## src/rtl/spi_slave.sv

```systemverilog
// SPI slave endpoint: MSB-first, master samples miso on sclk fall, slave samples mosi on sclk fall.
// All pins are resynchronised into clk; one frame is SPI_TRF_BIT bits framed by an active-low cs.
module spi_slave #(
    parameter int SPI_TRF_BIT = 12
) (
    input  logic                   clk,
    input  logic                   rst_n,
    input  logic                   sclk,
    input  logic                   cs,
    input  logic                   mosi,
    output logic                   miso,
    input  logic [SPI_TRF_BIT-1:0] tx_data,
    input  logic                   tx_load,
    output logic                   tx_ready,
    output logic [SPI_TRF_BIT-1:0] rx_data,
    output logic                   rx_valid,
    output logic                   busy,
    output logic                   frame_err,
    output logic                   underrun
);

    localparam int CW = $clog2(SPI_TRF_BIT + 1);
    localparam logic [CW-1:0] CNT_FULL = CW'(SPI_TRF_BIT);
    localparam logic [CW-1:0] CNT_LAST = CW'(SPI_TRF_BIT - 1);

    typedef enum logic [1:0] {IDLE, ACTIVE, DONE} state_t;

    logic sclk_meta_reg, sclk_sync_reg, sclk_prev_reg;
    logic cs_meta_reg, cs_sync_reg, cs_prev_reg;
    logic mosi_meta_reg, mosi_sync_reg;

    state_t                 state_reg;
    logic [SPI_TRF_BIT-1:0] tx_buf_reg;
    logic                   tx_pend_reg;
    logic [SPI_TRF_BIT-1:0] tx_shift_reg;
    logic [SPI_TRF_BIT-1:0] rx_shift_reg;
    logic [CW-1:0]          tx_cnt_reg;
    logic [CW-1:0]          rx_cnt_reg;
    logic                   miso_reg;
    logic [SPI_TRF_BIT-1:0] rx_data_reg;
    logic                   rx_valid_reg;
    logic                   frame_err_reg;
    logic                   underrun_reg;

    logic                   sclk_pos, sclk_neg, cs_fall, cs_rise;
    logic [SPI_TRF_BIT-1:0] rx_next;

    // cs synchroniser resets high so a released reset never looks like a frame start
    always_ff @(posedge clk or negedge rst_n) begin
        if (!rst_n) begin
            sclk_meta_reg <= 1'b0;
            sclk_sync_reg <= 1'b0;
            sclk_prev_reg <= 1'b0;
            cs_meta_reg   <= 1'b1;
            cs_sync_reg   <= 1'b1;
            cs_prev_reg   <= 1'b1;
            mosi_meta_reg <= 1'b0;
            mosi_sync_reg <= 1'b0;
        end else begin
            sclk_meta_reg <= sclk;
            sclk_sync_reg <= sclk_meta_reg;
            sclk_prev_reg <= sclk_sync_reg;
            cs_meta_reg   <= cs;
            cs_sync_reg   <= cs_meta_reg;
            cs_prev_reg   <= cs_sync_reg;
            mosi_meta_reg <= mosi;
            mosi_sync_reg <= mosi_meta_reg;
        end
    end

    assign sclk_pos = ~sclk_prev_reg & sclk_sync_reg;
    assign sclk_neg = sclk_prev_reg & ~sclk_sync_reg;
    assign cs_fall  = cs_prev_reg & ~cs_sync_reg;
    assign cs_rise  = ~cs_prev_reg & cs_sync_reg;
    assign rx_next  = {rx_shift_reg[SPI_TRF_BIT-2:0], mosi_sync_reg};

    assign busy     = (state_reg != IDLE);
    assign tx_ready = ~tx_pend_reg & ~busy;

    always_ff @(posedge clk or negedge rst_n) begin
        if (!rst_n) begin
            state_reg     <= IDLE;
            tx_buf_reg    <= '0;
            tx_pend_reg   <= 1'b0;
            tx_shift_reg  <= '0;
            rx_shift_reg  <= '0;
            tx_cnt_reg    <= '0;
            rx_cnt_reg    <= '0;
            miso_reg      <= 1'b0;
            rx_data_reg   <= '0;
            rx_valid_reg  <= 1'b0;
            frame_err_reg <= 1'b0;
            underrun_reg  <= 1'b0;
        end else begin
            rx_valid_reg  <= 1'b0;
            frame_err_reg <= 1'b0;
            underrun_reg  <= 1'b0;
            case (state_reg)
                IDLE: begin
                    miso_reg   <= 1'b0;
                    tx_cnt_reg <= '0;
                    rx_cnt_reg <= '0;
                    if (cs_fall) begin
                        tx_shift_reg <= tx_pend_reg ? tx_buf_reg : '0;
                        underrun_reg <= ~tx_pend_reg;
                        tx_pend_reg  <= 1'b0;
                        state_reg    <= ACTIVE;
                    end
                end
                ACTIVE: begin
                    // an abort wins even against the final sample in the same cycle
                    if (cs_rise) begin
                        frame_err_reg <= 1'b1;
                        miso_reg      <= 1'b0;
                        state_reg     <= IDLE;
                    end else if (sclk_pos) begin
                        if (tx_cnt_reg < CNT_FULL) begin
                            miso_reg     <= tx_shift_reg[SPI_TRF_BIT-1];
                            tx_shift_reg <= {tx_shift_reg[SPI_TRF_BIT-2:0], 1'b0};
                            tx_cnt_reg   <= tx_cnt_reg + CW'(1);
                        end else begin
                            miso_reg <= 1'b0;
                        end
                    end else if (sclk_neg) begin
                        rx_shift_reg <= rx_next;
                        rx_cnt_reg   <= rx_cnt_reg + CW'(1);
                        if (rx_cnt_reg == CNT_LAST) begin
                            rx_data_reg  <= rx_next;
                            rx_valid_reg <= 1'b1;
                            miso_reg     <= 1'b0;
                            state_reg    <= DONE;
                        end
                    end
                end
                DONE: begin
                    miso_reg <= 1'b0;
                    if (cs_rise) begin
                        state_reg <= IDLE;
                    end
                end
                default: state_reg <= IDLE;
            endcase
            // placed last so a load coinciding with a frame start is kept for the next frame
            if (tx_load && tx_ready) begin
                tx_buf_reg  <= tx_data;
                tx_pend_reg <= 1'b1;
            end
        end
    end

    assign miso      = miso_reg;
    assign rx_data   = rx_data_reg;
    assign rx_valid  = rx_valid_reg;
    assign frame_err = frame_err_reg;
    assign underrun  = underrun_reg;

endmodule

```

## config.mk

```make
export PLATFORM = sky130hd
export DESIGN_NAME = spi_slave
export DESIGN_NICKNAME = d
export VERILOG_FILES = /design/src/rtl/spi_slave.sv
export SDC_FILE = /design/constraint.sdc
export NUM_CORES = 1
export LEC_CHECK = 0
export ABC_AREA = 1
export BUFFER_PORTS_ARGS = -buffer_cell sky130_fd_sc_hd__clkbuf_2
export CAP_MARGIN = 30
export CORE_UTILIZATION = 40
export CTS_BUF_LIST = sky130_fd_sc_hd__clkbuf_8
export DETAILED_ROUTE_END_ITERATION = 6
export MAX_ROUTING_LAYER = met4
export PLACE_DENSITY_LB_ADDON = 0.2
export SETUP_SLACK_MARGIN = 0.02
export SYNTH_ARGS = -nofsm -noshare
export SYNTH_HDL_FRONTEND = slang
export SYNTH_SLANG_ARGS = --single-unit
```

## constraint.sdc

```tcl
create_clock -name clk -period 3.7 [get_ports clk]
set_input_delay 0.37 -clock clk [delete_from_list [all_inputs] [get_ports clk]]
set_output_delay 0.37 -clock clk [all_outputs]
set_load 0.01 [all_outputs]
```

=== Word-level counts from Yosys, hierarchy flattened ===
Cells that the tools add are included.

* Add/sub/neg operators: 2
* $mul: 0
* Divide/modulo/power cells: 0
* Magnitude comparators: 1
* Equal/unequal tests: 15
* Shifts and indexed selects: 0
* Mux-type cells: 39
* Bitwise operators: 13
* Reductions and logical operators: 16

{| class="wikitable"
|+ Operators by type and width
! cell !! count
|-
| $mux W12 || 5
|-
| $mux W4 || 6
|-
| $pmux W12 S2 || 1
|-
| $mux W1 || 17
|-
| $pmux W4 S2 || 2
|-
| $reduce_and A5 Y1 || 3
|-
| $ne A2 B2 Y1 const B || 7
|-
| $mux W2 || 6
|-
| $reduce_and A4 Y1 || 3
|-
| $reduce_bool A2 Y1 || 5
|-
| $ne A3 B3 Y1 const B || 3
|-
| $add A4 B1 Y4 const B || 2
|-
| $ne A4 B4 Y1 const B || 2
|-
| $not A1 Y1 || 8
|-
| $pmux W2 S3 || 1
|-
| $and A1 B1 Y1 || 5
|-
| $eq A4 B4 Y1 const B || 1
|-
| $lt A4 B4 Y1 const B || 1
|-
| $reduce_and A3 Y1 || 1
|-
| $eq A2 B1 Y1 const B || 1
|-
| $eq A2 B2 Y1 const B || 1
|-
| $logic_not A2 Y1 || 1
|-
| $pmux W1 S2 || 1
|-
| $reduce_and A2 Y1 || 1
|-
| 2 further kinds || 2
|}

* Bits in registers: 70
* Latch bits: 0
* Memory bits (writable): 0
* Memory bits (read-only): 0
* Input port bits: 18
* Output and inout port bits: 18
* Word-level logic and storage cells: 106
* Memories: 0

=== Longest topological paths before layout ===
Gate-level depths: netlist of run 1.

* Depth in word-level cells: 6
* Mapped depth: 10

=== Least setup slack after synthesis of run 1 ===
Ideal clock, no wire load.

* Path kind: register to register
* From: register sclk_sync_reg
* To: register rx_data_reg[10] (netlist: rx_data[10])
* Setup time: 126 ps
* Arrival time: 1325 ps
* Required time: 3574 ps
* Slack: 2249 ps
* Cell stages (with the launch flop): 7
* Period minus slack after synthesis: 1451 ps
* Cells stage by stage: dfrtp_1 > ha_1 > nor2_1 > nand3b_1 > buf_2 > nand2_1 > o21ai_0

* Longest elaborated chain between the ends: 3
* Elaborated cells between the ends (all ways): 5

{| class="wikitable"
|+ Ends and longest elaborated chain
! what !! line !! source
|-
| start: declaration || 28 || <nowiki>logic sclk_meta_reg, sclk_sync_reg, sclk_prev_reg;</nowiki>
|-
| start signal: assignment || 61 || <nowiki>sclk_sync_reg <= sclk_meta_reg;</nowiki>
|-
| $and A1 B1 Y1 / $not A1 Y1 (equally long branches) || 71, 72 ||
|-
| $not A1 Y1 (no line) / $and A1 B1 Y1 (equally long branches) || -- ||
|-
| $reduce_and A5 Y1 (no line) * || -- ||
|-
| end signal: assignment || 128 || <nowiki>rx_data_reg <= rx_next;</nowiki>
|-
| end: declaration || 40 || <nowiki>logic [SPI_TRF_BIT-1:0] rx_data_reg;</nowiki>
|}

Mark *: on every way between the ends. The rest lies on a longest branch, timed or not.
A chain may end at the register's enable or synchronous reset.

=== Final worst setup path of run 1 ===
* From: register state_reg[0]
* To: register tx_cnt_reg[3]

* Longest elaborated chain between the ends: 3
* Elaborated cells between the ends (all ways): 8

{| class="wikitable"
|+ Ends and longest elaborated chain
! what !! line !! source
|-
| start: declaration || 32 || <nowiki>state_t state_reg;</nowiki>
|-
| start signal: assignment || 82 || <nowiki>state_reg <= IDLE;</nowiki>
|-
| start signal: assignment || 107 || <nowiki>state_reg <= ACTIVE;</nowiki>
|-
| start signal: assignment || 115 || <nowiki>state_reg <= IDLE;</nowiki>
|-
| $eq A2 B1 Y1 / $logic_not A2 Y1 (equally long branches) || 98 || <nowiki>case (state_reg)</nowiki>
|-
| $ne A2 B2 Y1 (no line) / $reduce_bool A2 Y1 (equally long branches) || -- ||
|-
| $reduce_and A4 Y1 (no line) || -- ||
|-
| end signal: assignment || 120 || <nowiki>tx_cnt_reg <= tx_cnt_reg + CW'(1);</nowiki>
|-
| end: declaration || 37 || <nowiki>logic [CW-1:0] tx_cnt_reg;</nowiki>
|}

Parallel ways exist; a longest one is shown, timed or not.

==> metrics, run 1 <==
drt pass-1 iters 4; post-cts sizing count 0; Sw Ratio between 30% and 40%; Total Power approximately 2.5 mW; placed cells slightly below 500; clock power share between 20% and 30%; crit path DAT between 2 and 2.5 ns; Critical Path End Type flop; P_leak slightly below 2 nW; # H-tree levels 3; Worst Hold Class in2async; Skew-Pair Late Insertion Delay 0.34 ns; Post-Syn Nets 394; CP top delay family simple AND/OR/NAND/NOR gates; Seq cells post-synth 70; Layout Cells excl Fill 510; CTS tree yes; final hold vios 0; WL per Instance 11.5 µm; status finished clean; CP Launch Type flop; grt total ovfl 0; IO Pins 36; Std-Cell Rows 31; crit-path max FO 17; Slew Limit Headroom 49.1%; commonest non-fill, non-tap cell in the layout nand2_1; post-CTS setup buffers 0; Comb power frac between 30 and 40%; number of port buffers 35; Worst Tran Pin Value approximately 0.76 ns; Inserted Diodes 0; die span in x approximately 90 µm; Ys Warns 0; initial antenna violation count 0; Avg Synthesized Cell Area 8.30 µm²; P_sw roughly 0.94 mW; Peak VDD IR 0.293 mV; main combinational cell family by area after synthesis simple AND/OR/NAND/NOR gates; maxcap violations 0; nets@finish around 430; Clock Skew about 0.018 ns; number of global-route vias before repair 2,341; FMAX ~470 MHz; total track usage 16.6%; Critical Path Most Common Cell nand2_1; CP required slightly below 4 ns; Reg clk slew, reported paths approximately 0.080 ns; number of distinct library cells after synthesis 24; first-pass GRT wire length ~10 mm; core area around 7400 µm²; Mapped Cells between 300 and 400; setup slack at placement approximately 1.6 ns; mux contribution to synthesized area 0%; Final setup viols 0; most frequent cells in the layout 156 x nand2_1, 67 x dfrtp_1, 37 x inv_1; area delta synth->final 15.1%; Synth Area in Compound Gates between 4 and 5%; DRT iter0 DRCs 151; die area 8080 µm²; Worst Slack Setup Final approximately 1.6 ns; CP max stage cell nor2_2; Tcrit/Tclk final 58.1%; Routability Congestion a little under 0.8; initial core utilization between 40% and 50%; layout cell share with drive strength beyond 1 14.8%; mapped cell area just over 3000 µm²; Vias between 2,000 and 2,500; post-synthesis xor/xnor area fraction under 10%; CP Cell Sequence inv_1 > nor2_2 > nand2_1 > nand2_1 > inv_1 > nand2_1 > nand2_1; Max Slew Vio Count 0; number of remaining DRC errors 0; hpwl dp around 4 mm; pwr dens ~700 nW/µm²; Worst Path Buf+Inv 2; post-cts hold buffer count 0; CTS sink count 70; Synth Area in Simple Gates just under 30%; minimum clock period ~2.1 ns; final wirelength around 5.8 mm; post-route ant nets 0; vias per cell between 4 and 5; post-route design area between 3000 and 4000 µm²; clk buf depth 2; Power Internal roughly 1.5 mW; Seq pwr share approximately two fifths; Root Driver clkbuf_8; TNS Setup 0 ns; critical path class reg2reg; dpl cell area ~3300 µm²; max incr delay on CP slightly above 0.5 ns; flop2flop setup slack 1.55 ns; largest net degree at the start of global routing 48; RSZ-0062 raised after global routing false; total CTS buffers 9; Die H 89.9 µm; sequential element share of the synthesized area ~57%; adder-cell share of the synthesized area under 10%
cells in the mapped netlist:
cell type    n  area [µm²]
nand3b_1     2        15.0
nand4_1     12        75.1
clkbuf_1     4        15.0
buf_2        8        40.0
nor3_1       1        5.00
clkbuf_2     1        5.00
a21oi_1      2        10.0
nor2_4       1        11.3
o22ai_1      1        6.26
xor2_1       3        26.3
o21ai_0     25         125
dfstp_2      3        78.8
xnor2_1      1        8.76
dfrtp_1     67        1680
nand3_1     22         110
inv_1       37         139
nand3_2      1        10.0
nor2_1      16        60.1
nor2_2       2        12.5
buf_4        1        7.51
o21ai_1      1        5.00
nand2_4      1        11.3
nand2_1    156         586
ha_1         4        50.1
worst paths after layout:
check | cells after the start | to | startpoint
max in group asynchronous | 2 | rx_data[7]$_DFFE_PN0P_ | rst_n
min in group clk | 1 | cs_meta_reg$_DFF_PN1_ | cs
worst max register to register | 7 | tx_cnt_reg[3]$_DFFE_PN0P_ | state_reg[0]$_DFFE_PN0P_
worst max-delay path | 7 | tx_cnt_reg[3]$_DFFE_PN0P_ | state_reg[0]$_DFFE_PN0P_
worst min register to register | 0 | cs_sync_reg$_DFF_PN1_ | cs_meta_reg$_DFF_PN1_
worst min-delay path | 1 | underrun$_DFF_PN0_ | rst_n
logic make-up after synthesis:
family                     count (synthesis)
DFF                                       70
and+or+nand+nor                          214
buffers and inverters                     51
AOI/OAI and AO/OA                         29
xor gates and xnor gates                   4
adders and majority gates                  4
per-layer routing:
layer  GRT usage, %  vias up  wire length [µm]
met5              -        -                 0
met4           4.70        0                72
met3           5.58        6               180
met2           28.1       37              2840
met1           18.6     1111              2750
li1               -     1226                 -
metrics by stage:
stage	hold WS (ns)	utilization [%]
final	0.00240	48.3
after global routing	0.0248	48.3
after CTS	0.0160	48.3
after detailed placement	0.339	45.3
after global placement	0.334	45.3
after floorplan	0.0744	-
power by group through the flow:
| stage | Sequential [mW] | Combinational, mW | Clock [mW] |
|---|---|---|---|
| after floorplan | 1.02 | 0.620 | 0 |
| after global placement | 1.05 | 0.751 | 0 |
| after detailed placement | 1.05 | 0.770 | 0 |
| after CTS | 1.04 | 0.775 | 0.694 |
| after global routing | 1.06 | 0.881 | 0.729 |
| final | 1.04 | 0.763 | 0.677 |
layout make-up:
cell class,count,area [µm²]
clock inverters,7,96.3
clock buffers,9,124
multi-input cells,251,1130
inverters,37,139
well taps,99,124
flip-flops and latches,70,1760
fillers,749,3810
repair buffers,37,190
Power figures use the tool's default switching activity.
==> run 2, diff against run 1 <==
==> constraint.sdc (replaced) <==
create_clock -name clk -period 2.15 [get_ports clk]
set_input_delay 0.215 -clock clk [delete_from_list [all_inputs] [get_ports clk]]
set_output_delay 0.215 -clock clk [all_outputs]
set_load 0.01 [all_outputs]
==> run 2 against run 1 <==
  * Maximum frequency rose by 21%
  * Setup slack got worse by 1.2 ns
  * Critical path type unchanged
  * Non-clock buffer count increased by 12
  * Hold slack better by 0.10 ns
  * Clock skew shrank 0.0060 ns
  * Global-route usage down 0.12 points
  * First-iteration DRC count shrank 36%
  * Critical path depth shrank 2
  * Clock power up 79%
==> metrics, run 2 (synthesized netlist as in run 1, its figures left out) <==
P_sw 1.62 mW; number of port buffers 35; end-of-flow core utilization between 40% and 50%; most frequent cells in the layout 156 x nand2_1, 67 x dfrtp_1, 37 x inv_1; crit path DAT 2.01 ns; placed cells approximately 500; DRT iter0 DRCs 96; CP required 2.39 ns; Max Slew Vio Count 0; Tcrit/Tclk final between 80% and 90%; drt pass-1 iters 4; Fillers between 700 and 800; CTS tree yes; Critical Path End Type flop; P_leak just over 2 nW; vias per cell between 4 and 5; total track usage between 10% and 20%; Sw Ratio between 30% and 40%; WL per Instance roughly 11 µm; Total Power 4.39 mW; Root Driver clkbuf_8; post-CTS setup buffers 0; Seq pwr share about two fifths; total CTS buffers 9; initial core utilization between 40% and 50%; Clock Skew 0.0121 ns; nets@finish 440; Worst Tran Pin Value approximately 0.80 ns; Reg clk slew, reported paths about 0.08 ns; Layout Cells excl Fill between 500 and 600; post-route ant nets 0; FMAX between 500 and 600 MHz; first-pass GRT wire length 10.2 mm; minimum clock period between 1.5 and 2 ns; TNS Setup 0 ns; flop2flop setup slack ~0.38 ns; core area approximately 7400 µm²; layout cell share with drive strength beyond 1 about 16%; critical path class reg2reg; number of remaining DRC errors 0; Peak VDD IR approximately 0.48 mV; Slew Limit Headroom 46.7%; Skew-Pair Late Insertion Delay roughly 0.34 ns; Worst Hold Class in2reg; final wirelength 5.83 mm; clock power share between 20 and 30%; IO Pins 36; status finished clean; Die H roughly 90 µm; CP Launch Type flop; RSZ-0062 raised after global routing false; maxcap violations 0; grt total ovfl 0; clk buf depth 2; Vias 2,369; commonest non-fill, non-tap cell in the layout nand2_1; pwr dens approximately 1200 nW/µm²; initial antenna violation count 0; largest net degree at the start of global routing 36; Routability Congestion roughly 0.85; die area about 8000 µm²; CTS sink count 70; number of global-route vias before repair 2,252; crit-path max FO 23; Power Internal between 2 and 3 mW; final hold vios 0; post-cts sizing count 0; Comb power frac between 30% and 40%; die span in x between 80 and 90 µm; Inserted Diodes 0; area delta synth->final 19.2%; # H-tree levels 3; hpwl dp between 4 and 5 mm; Final setup viols 0; Std-Cell Rows 31
## run 2: cell types whose count changed in the layout (fill, tap and decap cells not counted), sizes merged
cell         change
buf              +8
dlygate4sd3      +4
clkbuf           +2
clkinv           -2
clkinvlp         +1
inv              -1
## run 2: cell type report
class | count | area, µm² | share of cell area [%]
Inverter | 37 | 139 | 3.77
Clock buffer | 11 | 151 | 4.11
Clock inverter | 5 | 81.3 | 2.21
Tap cell | 99 | 124 | 3.37
Multi-Input combinational cell | 251 | 1130 | 30.6
Sequential cell | 70 | 1760 | 47.7
Timing Repair Buffer | 49 | 303 | 8.23
## run 2: power by group through the flow
stage,sequential (mW),clock [mW],combinational [mW]
2_1_floorplan,1.75,0,1.07
3_3_place_gp,1.80,0,1.40
6_report,1.78,1.21,1.40
4_1_cts,1.78,1.24,1.43
3_5_place_dp,1.81,0,1.42
5_1_grt,1.82,1.30,1.63
## run 2: worst max-delay path, stage by stage, from the launching register on
cell and delay, ns:
dfrtp_1 0.45, inv_1 0.15, nand2_4 0.16, nor2_4 0.22, nand2_1 0.38, o21ai_0 0.32
## run 2: repair_timing
item                       4_1_cts  5_1_grt
hold endpoints to repair        32        0
hold buffers                     4        0
setup endpoints to repair        0        0
## run 2: stage by stage
stage                     worst slack (ns)  area [µm²]  hold WS [ns]
final                                0.381        3680         0.102
after global routing                 0.124        3680        0.0862
after CTS                            0.365        3680        0.0850
after detailed placement             0.366        3410         0.305
after global placement               0.479        3410         0.304
after floorplan                      0.699        3090       -0.0806
## run 2: path summary, 6_finish.rpt
check                                         startpoint                           end  depth (start not counted)
worst max-delay path            state_reg[1]$_DFFE_PN0P_  rx_shift_reg[10]$_DFFE_PN0P_                          5
worst min-delay path                          tx_data[0]     tx_buf_reg[0]$_DFFE_PN0P_                          3
worst max register to register  state_reg[1]$_DFFE_PN0P_  rx_shift_reg[10]$_DFFE_PN0P_                          5
worst min register to register     cs_meta_reg$_DFF_PN1_         cs_sync_reg$_DFF_PN1_                          0
max in group asynchronous                          rst_n         cs_prev_reg$_DFF_PN1_                          3
min in group asynchronous                          rst_n   tx_shift_reg[1]$_DFFE_PN0P_                          2
## run 2: routing by layer
layer / GRT usage, % / routed length (µm)
met3: 3.64 / 135
met5: - / 0
met4: 8.06 / 64
met1: 20.5 / 2920
met2: 25.4 / 2720
==> run 3, diff against run 2 <==
==> constraint.sdc (replaced) <==
create_clock -name clk -period 1.83 [get_ports clk]
set_input_delay 0.183 -clock clk [delete_from_list [all_inputs] [get_ports clk]]
set_output_delay 0.183 -clock clk [all_outputs]
set_load 0.01 [all_outputs]
==> run 3 against run 2 <==
  * Clock-buffer cell count down 1
  * Hold slack got worse by 0.042 ns
  * Setup slack got worse by 0.26 ns
  * First-iteration DRC count up 49%
  * Via count is 1.4% higher
  * Combinational power grew 17%
  * Total power rose by 13%
  * Critical path depth is the same
==> metrics, run 3 (synthesized netlist as in run 1, its figures left out) <==
HP Start tx_data[0]; first-pass GRT wire length 10.5 mm; most frequent cells in the layout 156 x nand2_1, 66 x dfrtp_1, 37 x inv_1; status finished clean; R2R depth 7; die span in x 89.9 µm; vias per cell roughly 4.6; Critical Path End Type primary output; RSZ-0062 raised after global routing false; Skew-Pair Late Insertion Delay around 0.34 ns; WL per Instance approximately 11 µm; Clock Skew 0.00951 ns; Fillers between 700 and 800; maxcap violations 0; Vias 2,403; Inserted Diodes 0; Worst Tran Pin Value 0.458 ns; Die H about 90 µm; CTS tree yes; # H-tree levels 3; post-route ant nets 0; Reg clk slew, reported paths 0.07 ns; number of remaining DRC errors 0; minimum clock period ~1.7 ns; crit-path max FO 13; Peak VDD IR 0.585 mV; RR Endpoint rx_cnt_reg[3]$_DFFE_PN0P_; die area 8080 µm²; crit path DAT about 1.5 ns; total track usage around 17%; IO Pins 36; Hold Crit Depth 3; Tcrit/Tclk final 93.2%; final wirelength ~5.9 mm; Std-Cell Rows 31; initial antenna violation count 0; FMAX about 590 MHz; Routability Congestion 0.780; drt pass-1 iters 4; Final setup viols 0; Root Driver clkbuf_8; critical path class reg2out; hpwl dp approximately 4.0 mm; number of port buffers 35; core area about 7400 µm²; clk buf depth 2; Max Slew Vio Count 0; post-route design area roughly 3600 µm²; layout cell share with drive strength beyond 1 between 10% and 20%; post-CTS setup buffers 0; Crit. Startpoint state_reg[0]$_DFFE_PN0P_; Slew Limit Headroom between 60% and 70%; grt total ovfl 0; flop2flop setup slack 0.21 ns; commonest non-fill, non-tap cell in the layout nand2_1; area delta synth->final 17.6%; TNS Setup 0 ns; CP Launch Type flop; pwr dens between 1000 and 1500 nW/µm²; Worst Hold Class in2reg; number of global-route vias before repair about 2,300; nets@finish ~440; Reg2Reg Launch Point sclk_sync_reg$_DFF_PN0_; total CTS buffers 9; P_leak roughly 2.0 nW; final hold vios 0; initial core utilization between 40% and 50%; dpl cell area 3390 µm²; DRT iter0 DRCs between 100 and 150; Hold EP tx_buf_reg[0]$_DFFE_PN0P_; largest net degree at the start of global routing between 50 and 60; CTS sink count 70; CP required approximately 1.7 ns
-- run 3: area by class of cell --
type                            count  area (µm²)  share of cell area (%)
Inverter                           37         139                    3.82
Timing Repair Buffer               47         288                    7.92
Clock inverter                      5        60.1                    1.65
Sequential cell                    70        1760                    48.4
Clock buffer                       10         138                    3.79
Tap cell                           99         124                    3.41
Multi-Input combinational cell    251        1130                    31.0
-- run 3: power breakdown --
| group | switching, mW | leakage, nW | internal (mW) |
|---|---|---|---|
| combinational | 1.09 | 0.977 | 0.546 |
| sequential | 0.235 | 0.920 | 1.86 |
| clock | 0.577 | 0.0983 | 0.661 |
-- run 3: through the flow --
step / setup WS (ns) / total power [mW] / utilization, % / hold slack [ns] / std cells
2_1_floorplan: 0.379 / 3.31 / - / -0.113 / 372
3_3_place_gp: 0.229 / 3.74 / 46.0 / 0.160 / 500
3_5_place_dp: 0.222 / 3.78 / 46.0 / 0.157 / 500
4_1_cts: 0.0802 / 5.04 / 49.3 / 0.0462 / 519
5_1_grt: 0.0225 / 5.40 / 49.3 / 0.0563 / 519
6_report: 0.124 / 4.98 / 49.3 / 0.0596 / 519
-- run 3: how the worst max path moves through the flow --
| stage | endpoint | slack (ns) |
|---|---|---|
| after floorplan | rx_data[10]$_DFFE_PN0P_ | 0.38 |
| after global placement | rx_cnt_reg[3]$_DFFE_PN0P_ | 0.23 |
| after detailed placement | tx_shift_reg[6]$_DFFE_PN0P_ | 0.22 |
| after CTS | tx_ready | 0.08 |
| after global routing | tx_shift_reg[7]$_DFFE_PN0P_ | 0.02 |
| final | tx_ready | 0.12 |
-- run 3: critical path: stages, from the launching register on --
cell and delay (ns):
dfrtp_2 0.46, nor2_1 0.12, inv_1 0.10, nor2_1 0.14
buf_4 0.21, clkbuf_2 0.15
-- run 3: what timing repair did --
action                                  in CTS  in global routing
resized for setup                            0                  1
hold buffers                                 4                  0
endpoints found under the setup margin       0                  1
hold endpoints to repair                    17                  0
-- run 3: layer usage --
layer	GRT usage [%]	wire [µm]	up-vias	part of all wire, %
li1	-	-	1243	-
met1	21.1	2910	1112	49
met2	25.7	2730	42	46
met3	3.13	178	6	3.0
met4	7.66	68	0	1.2
met5	-	0	-	0
